$ cat src/rtl/fifo_burst_reader_if.sv
// Control, FIFO read-port and output-stream signals of fifo_burst_reader.
// master: the reader itself; slave: the surrounding logic (FIFO, controller, sink).
interface fifo_burst_reader_if #(
   parameter int WIDTH     = 8,
   parameter int LEN_WIDTH = 8
);
   logic                 start;
   logic [LEN_WIDTH-1:0] burst_len;
   logic                 busy;
   logic                 done;
   logic                 timeout;
   logic [LEN_WIDTH-1:0] xfer_cnt;
   logic                 fifo_empty;
   logic                 fifo_rd_en;
   logic [WIDTH-1:0]     fifo_r_data;
   logic [WIDTH-1:0]     m_data;
   logic                 m_valid;
   logic                 m_ready;

   modport master (
      input  start, burst_len, fifo_empty, fifo_r_data, m_ready,
      output busy, done, timeout, xfer_cnt, fifo_rd_en, m_data, m_valid
   );

   modport slave (
      output start, burst_len, fifo_empty, fifo_r_data, m_ready,
      input  busy, done, timeout, xfer_cnt, fifo_rd_en, m_data, m_valid
   );
endinterface

$ cat src/rtl/fifo_burst_reader.sv
// Drains a programmed burst from a FIFO read port onto a valid/ready stream through a
// 2-entry skid buffer. Define READER_TIMEOUT_EN to abort bursts that stall on an empty FIFO.
module fifo_burst_reader #(
   parameter int WIDTH          = 8,
   parameter int LEN_WIDTH      = 8,
   parameter int TIMEOUT_CYCLES = 64
) (
   input logic                 clk,
   input logic                 rst,
   fifo_burst_reader_if.master bus
);

   typedef enum logic [1:0] {IDLE, READ, DRAIN, FINISH} state_t;

   state_t               state_q, state_d;
   logic [LEN_WIDTH-1:0] len_q, len_d;
   logic [LEN_WIDTH-1:0] issued_q, issued_d;
   logic [LEN_WIDTH-1:0] xfer_q, xfer_d;
   logic [1:0]           occ_q, occ_d;
   logic                 inflight_q, inflight_d;
   logic [WIDTH-1:0]     head_q, head_d;
   logic [WIDTH-1:0]     tail_q, tail_d;
   logic                 pop;
   logic                 rd_en;
   logic                 stall_hit;
   logic [2:0]           pending;

   if (TIMEOUT_CYCLES < 1) begin : g_bad_timeout
      $error("fifo_burst_reader: TIMEOUT_CYCLES must be at least 1");
   end

   // Slots committed after this edge: held words plus the one in flight, minus a word
   // leaving this cycle; using m_ready combinationally sustains one word per cycle.
   assign pop     = (occ_q != 2'd0) && bus.m_ready;
   assign pending = {1'b0, occ_q} + {2'b00, inflight_q} - {2'b00, pop};
   assign rd_en   = (state_q == READ) && !stall_hit && !bus.fifo_empty &&
                    (issued_q < len_q) && (pending < 3'd2);

`ifdef READER_TIMEOUT_EN
   localparam int unsigned STALL_W = $clog2(TIMEOUT_CYCLES + 1);

   logic [STALL_W-1:0] stall_q, stall_d;
   logic               tmo_q, tmo_d;

   assign stall_hit = (stall_q == STALL_W'(TIMEOUT_CYCLES));

   always_comb begin
      stall_d = stall_q;
      tmo_d   = tmo_q;
      if (state_q == IDLE && bus.start) begin
         stall_d = '0;
         tmo_d   = 1'b0;
      end else if (state_q == READ) begin
         if (rd_en) stall_d = '0;
         else if (stall_hit) tmo_d = 1'b1;
         else if (issued_q < len_q && bus.fifo_empty) stall_d = stall_q + 1'b1;
      end
   end

   always_ff @(posedge clk or posedge rst) begin
      if (rst) begin
         stall_q <= '0;
         tmo_q   <= 1'b0;
      end else begin
         stall_q <= stall_d;
         tmo_q   <= tmo_d;
      end
   end

   assign bus.timeout = (state_q == FINISH) && tmo_q;
`else
   assign stall_hit   = 1'b0;
   assign bus.timeout = 1'b0;
`endif

   always_comb begin
      state_d    = state_q;
      len_d      = len_q;
      issued_d   = issued_q + LEN_WIDTH'(rd_en);
      xfer_d     = xfer_q + LEN_WIDTH'(pop);
      occ_d      = occ_q;
      inflight_d = rd_en;
      head_d     = head_q;
      tail_d     = tail_q;

      case ({inflight_q, pop})
         2'b10: begin
            if (occ_q == 2'd0) head_d = bus.fifo_r_data;
            else               tail_d = bus.fifo_r_data;
            occ_d = occ_q + 2'd1;
         end
         2'b01: begin
            head_d = tail_q;
            occ_d  = occ_q - 2'd1;
         end
         2'b11: begin
            if (occ_q == 2'd1) begin
               head_d = bus.fifo_r_data;
            end else begin
               head_d = tail_q;
               tail_d = bus.fifo_r_data;
            end
         end
         default: ;
      endcase

      case (state_q)
         IDLE: if (bus.start) begin
            len_d    = bus.burst_len;
            issued_d = '0;
            xfer_d   = '0;
            state_d  = (bus.burst_len == '0) ? FINISH : READ;
         end
         READ:    if (issued_q == len_q || stall_hit) state_d = DRAIN;
         DRAIN:   if (!inflight_q && occ_q == 2'd0) state_d = FINISH;
         FINISH:  state_d = IDLE;
         default: state_d = IDLE;
      endcase
   end

   always_ff @(posedge clk or posedge rst) begin
      if (rst) begin
         state_q    <= IDLE;
         len_q      <= '0;
         issued_q   <= '0;
         xfer_q     <= '0;
         occ_q      <= '0;
         inflight_q <= 1'b0;
         head_q     <= '0;
         tail_q     <= '0;
      end else begin
         state_q    <= state_d;
         len_q      <= len_d;
         issued_q   <= issued_d;
         xfer_q     <= xfer_d;
         occ_q      <= occ_d;
         inflight_q <= inflight_d;
         head_q     <= head_d;
         tail_q     <= tail_d;
      end
   end

   assign bus.fifo_rd_en = rd_en;
   assign bus.m_valid    = (occ_q != 2'd0);
   assign bus.m_data     = head_q;
   assign bus.busy       = (state_q == READ) || (state_q == DRAIN);
   assign bus.done       = (state_q == FINISH);
   assign bus.xfer_cnt   = xfer_q;

endmodule

$ cat src/flat_wrapper.sv
// flat-port wrapper written by rule: the top's interface ports become plain ports
module fifo_burst_reader_flat 
#(
   parameter int WIDTH          = 8,
   parameter int LEN_WIDTH      = 8,
   parameter int TIMEOUT_CYCLES = 64
)
  (clk, rst, bus_start, bus_burst_len, bus_fifo_empty, bus_fifo_r_data, bus_m_ready, bus_busy, bus_done, bus_timeout, bus_xfer_cnt, bus_fifo_rd_en, bus_m_data, bus_m_valid);
  fifo_burst_reader_if #(.WIDTH(WIDTH), .LEN_WIDTH(LEN_WIDTH)) bus_i ();
  input logic clk;
  input logic rst;
  input wire logic [$bits(bus_i.start)-1:0] bus_start;
  input wire logic [$bits(bus_i.burst_len)-1:0] bus_burst_len;
  input wire logic [$bits(bus_i.fifo_empty)-1:0] bus_fifo_empty;
  input wire logic [$bits(bus_i.fifo_r_data)-1:0] bus_fifo_r_data;
  input wire logic [$bits(bus_i.m_ready)-1:0] bus_m_ready;
  output wire logic [$bits(bus_i.busy)-1:0] bus_busy;
  output wire logic [$bits(bus_i.done)-1:0] bus_done;
  output wire logic [$bits(bus_i.timeout)-1:0] bus_timeout;
  output wire logic [$bits(bus_i.xfer_cnt)-1:0] bus_xfer_cnt;
  output wire logic [$bits(bus_i.fifo_rd_en)-1:0] bus_fifo_rd_en;
  output wire logic [$bits(bus_i.m_data)-1:0] bus_m_data;
  output wire logic [$bits(bus_i.m_valid)-1:0] bus_m_valid;
  assign bus_i.start = bus_start;
  assign bus_i.burst_len = bus_burst_len;
  assign bus_i.fifo_empty = bus_fifo_empty;
  assign bus_i.fifo_r_data = bus_fifo_r_data;
  assign bus_i.m_ready = bus_m_ready;
  assign bus_busy = bus_i.busy;
  assign bus_done = bus_i.done;
  assign bus_timeout = bus_i.timeout;
  assign bus_xfer_cnt = bus_i.xfer_cnt;
  assign bus_fifo_rd_en = bus_i.fifo_rd_en;
  assign bus_m_data = bus_i.m_data;
  assign bus_m_valid = bus_i.m_valid;
  fifo_burst_reader #(.WIDTH(WIDTH), .LEN_WIDTH(LEN_WIDTH), .TIMEOUT_CYCLES(TIMEOUT_CYCLES)) u_core (.clk(clk), .rst(rst), .bus(bus_i));
endmodule
$ cat config.mk
export PLATFORM = sky130hd
export DESIGN_NAME = fifo_burst_reader_flat
export DESIGN_NICKNAME = d
export VERILOG_FILES = /design/src/rtl/fifo_burst_reader_if.sv /design/src/rtl/fifo_burst_reader.sv /design/src/flat_wrapper.sv
export SDC_FILE = /design/constraint.sdc
export NUM_CORES = 1
export LEC_CHECK = 0
export BUFFER_PORTS_ARGS = -buffer_cell sky130_fd_sc_hd__buf_4
export CORE_ASPECT_RATIO = 0.5
export CORE_MARGIN = 2
export CORE_UTILIZATION = 41
export DETAILED_ROUTE_END_ITERATION = 12
export GPL_TIMING_DRIVEN = 0
export PLACE_DENSITY = 0.65
export SYNTH_ARGS = -nofsm -noshare
export SYNTH_HDL_FRONTEND = slang
export SYNTH_SLANG_ARGS = --single-unit
$ cat constraint.sdc
create_clock -name clk -period 3.15 [get_ports clk]
set_input_delay 0.63 -clock clk [delete_from_list [all_inputs] [get_ports clk]]
set_output_delay 0.63 -clock clk [all_outputs]
set_load 0.02 [all_outputs]
==> impl_metrics.env <==
export IMPL_dp_hpwl_um=3700
export IMPL_via_per_inst=5.11
export IMPL_synth_nets=271
export IMPL_nFillCells=477
export IMPL_place_area_sq_um=2870
export IMPL_ys_flop_type="dfrtp_1"
export IMPL_syn_to_final_growth_pct=30.8
export IMPL_drv_slew=0
export IMPL_synth_cell_types=35
export IMPL_grt_pass1_wl_um=9020
export IMPL_fin_crit_ns=3.41
export IMPL_max_vdd_ir_drop_v=0.000381
export IMPL_path_max_fanout=4
export IMPL_final_util_pct=56.5
export IMPL_finalPower_w=0.00272
export IMPL_start_util_pct=43.2
export IMPL_routed_wl_um=5350
export IMPL_portBuffers=40
export IMPL_synthTopCellsByArea="dfrtp_1, ha_1, a221o_1, xor2_1, mux2_2"
export IMPL_synth_enable_flop_cells=0
export IMPL_clk_pin_slew_ns=0.06
export IMPL_outcome="finished with violations"
export IMPL_postSynthAreaPerCell_sq_um=10.6
export IMPL_yosysMostFrequentCell="dfrtp_1"
export IMPL_cts_buffers=5
export IMPL_worst_ep_arrival_time_ns=2.78
export IMPL_crit_required_ns=2.52
export IMPL_finalCritPeriodShare_pct=108
export IMPL_cts_hold_buf=0
export IMPL_worst_setup_path_type="reg -> out"
export IMPL_clock_root_buffer="clkbuf_16"
export IMPL_final_setup_worst_slack_ns=-0.264
export IMPL_powerDensity_nw_per_um2=860
export IMPL_synthesis_area_sq_um=2410
export IMPL_cap_violations=0
export IMPL_overflow=0
export IMPL_grt_max_degree=33
export IMPL_clock_skew_ns=0.00359
export IMPL_htreeDepth=2
export IMPL_nets=333
export IMPL_synthArstFlopShare_pct=100
export IMPL_synth_seq_cells=45
export IMPL_pin_count=42
export IMPL_synth_top_cell_area_share_pct=46.7
export IMPL_fp_dieH_um=58.3
export IMPL_violations="setup timing"
export IMPL_final_area_sq_um=3160
export IMPL_setup_viol=8
export IMPL_final_layout_size_suffix_gt1_share_pct=31.6
export IMPL_dr_pass1_iters=4
export IMPL_antenna_left=0
export IMPL_hp_class="in -> async"
export IMPL_cts_sinks=45
export IMPL_fmax_mhz=293
export IMPL_clk_latency_ns=0.28
export IMPL_dieWidth_um=113
export IMPL_cts_tree="built"
export IMPL_synth_common_cells="dfrtp_1, ha_1, nand2_1, inv_1, nor2_1"
export IMPL_clock_path_buffers=2
export IMPL_die_area_sq_um=6550
export IMPL_wl_per_cell_um=14.7
export IMPL_synth_cells=228
export IMPL_drc=0
export IMPL_antenna_cells=0
export IMPL_grt_pass1_vias=1872
export IMPL_antenna_found_initial=0
export IMPL_core_area_sq_um=5590
export IMPL_rsz0062_at_grt="yes"
export IMPL_ys_warn_count=0
export IMPL_endpoint_kind="output port"
export IMPL_hold_violations=0
export IMPL_dr_first_iter_drc_count=96
export IMPL_yosys_area_top_type="dfrtp_1"
export IMPL_leakage_nw=1.57
export IMPL_synth_seq_area_share_pct=46.7
export IMPL_num_rows=19
export IMPL_grt_usage_pct=17.6
export IMPL_via_count=1861
export IMPL_startpoint_type="flip-flop"
export IMPL_gp_congestion=0.760
[placed cells by master (no fill, tap or decap), types with 2 or more instances in the layout]
cell type,instances
a21oi_1,3
a221o_1,10
a31oi_1,3
and2_1,12
and3_1,6
buf_2,2
buf_4,54
buf_6,2
clkbuf_1,3
clkbuf_16,5
clkinv_2,2
dfrtp_1,44
ha_1,18
ha_4,3
inv_1,15
inv_2,3
mux2_2,7
mux2i_1,2
nand2_1,19
nand3_1,10
nor2_1,14
nor2_4,2
nor2b_1,5
nor4_1,2
o21ai_0,12
xnor2_1,5
xor2_1,10
[final timing paths]
kind	startpoint	end	slack, ns	cells past startpoint
worst max-delay path	u_core.occ_q[0]	bus_fifo_rd_en	-0.26	12
worst min-delay path	rst	u_core.bus.m_data[4]	0.30	2
worst max register to register	u_core.occ_q[0]	u_core.issued_q[7]	-0.18	18
worst min register to register	u_core.len_q[0]	u_core.len_q[0]	0.49	2
max in group asynchronous	rst	u_core.occ_q[0]	2.38	3
min in group clk	u_core.len_q[0]	u_core.len_q[0]	0.49	2
[layout make-up]
class                      count  area [sq um]  area share [%]
buffer                         6          28.8           0.911
clock inverter                 3          17.5           0.555
clock buffer                   5           125            3.96
sequential                    45          1130            35.7
inverter                      19          76.3            2.42
multi-input combinational    157          1250            39.6
timing repair buffer          56           440            13.9
tap                           73          91.3            2.89
[critical path, cell delays in order, from the launching register on]
cell and delay [ns]:
dfrtp_2 0.41, inv_2 0.09, ha_4 0.13, nand2b_4 0.16
clkinv_4 0.07, nor2_4 0.11, o21ai_2 0.06, fa_1 0.51
nor4bb_2 0.20, nand2_1 0.11, a221o_1 0.31, a31oi_4 0.19
buf_6 0.14
[flip-flops by register name, summed over array words and instances (netlist names)]
name	cells
u_core.tail_q	8
u_core.issued_q	8
u_core.len_q	8
u_core.occ_q	2
u_core.inflight_q	1
u_core.bus.m_data	8
u_core.state_q	2
u_core.bus.xfer_cnt	8
[metrics by stage]
stage | setup slack, ns | setup TNS [ns] | hold WS [ns] | cells
after floorplan | -0.0252 | -0.0252 | 0.450 | 228
after global placement | -0.234 | -0.910 | 0.472 | 341
after detailed placement | -0.244 | -1.10 | 0.483 | 342
after CTS | -0.296 | -0.647 | 0.311 | 360
after global routing | -0.430 | -2.59 | 0.325 | 364
final | -0.264 | -0.809 | 0.299 | 364
[power by group]
part	switching (W)	internal (W)	leakage, nW	total, W
clock	0.000219	0.000291	0.0696	0.000510
combinational	0.000624	0.000657	0.964	0.00128
sequential	0.000154	0.000771	0.534	0.000926
total	0.000997	0.00172	1.57	0.00272
[what timing repair did]
item                       4_1_cts  5_1_grt
cloned                           0        0
buffers inserted                10        5
setup endpoints to repair        8        9
pin swaps                        5        5
gates resized for setup         10        3
[layer usage]
metal / track usage, % / wire length, um
met1: 22.8 / 2480
met5: 0 / 0
met4: 4.70 / 32
met2: 30.7 / 2630
met3: 3.77 / 212
[logic make-up after synthesis]
kind of cell | after synthesis | share of synthesized area [%]
AOI/OAI and AO/OA | 35 | 11.2
DFF | 45 | 46.7
xor gates and xnor gates | 15 | 5.44
and+or+nand+nor | 74 | 15.5
other | 1 | 0.155
adders and majority gates | 22 | 11.7
muxes | 10 | 4.56
buffers and inverters | 26 | 4.72
Power figures use the tool's default switching activity.
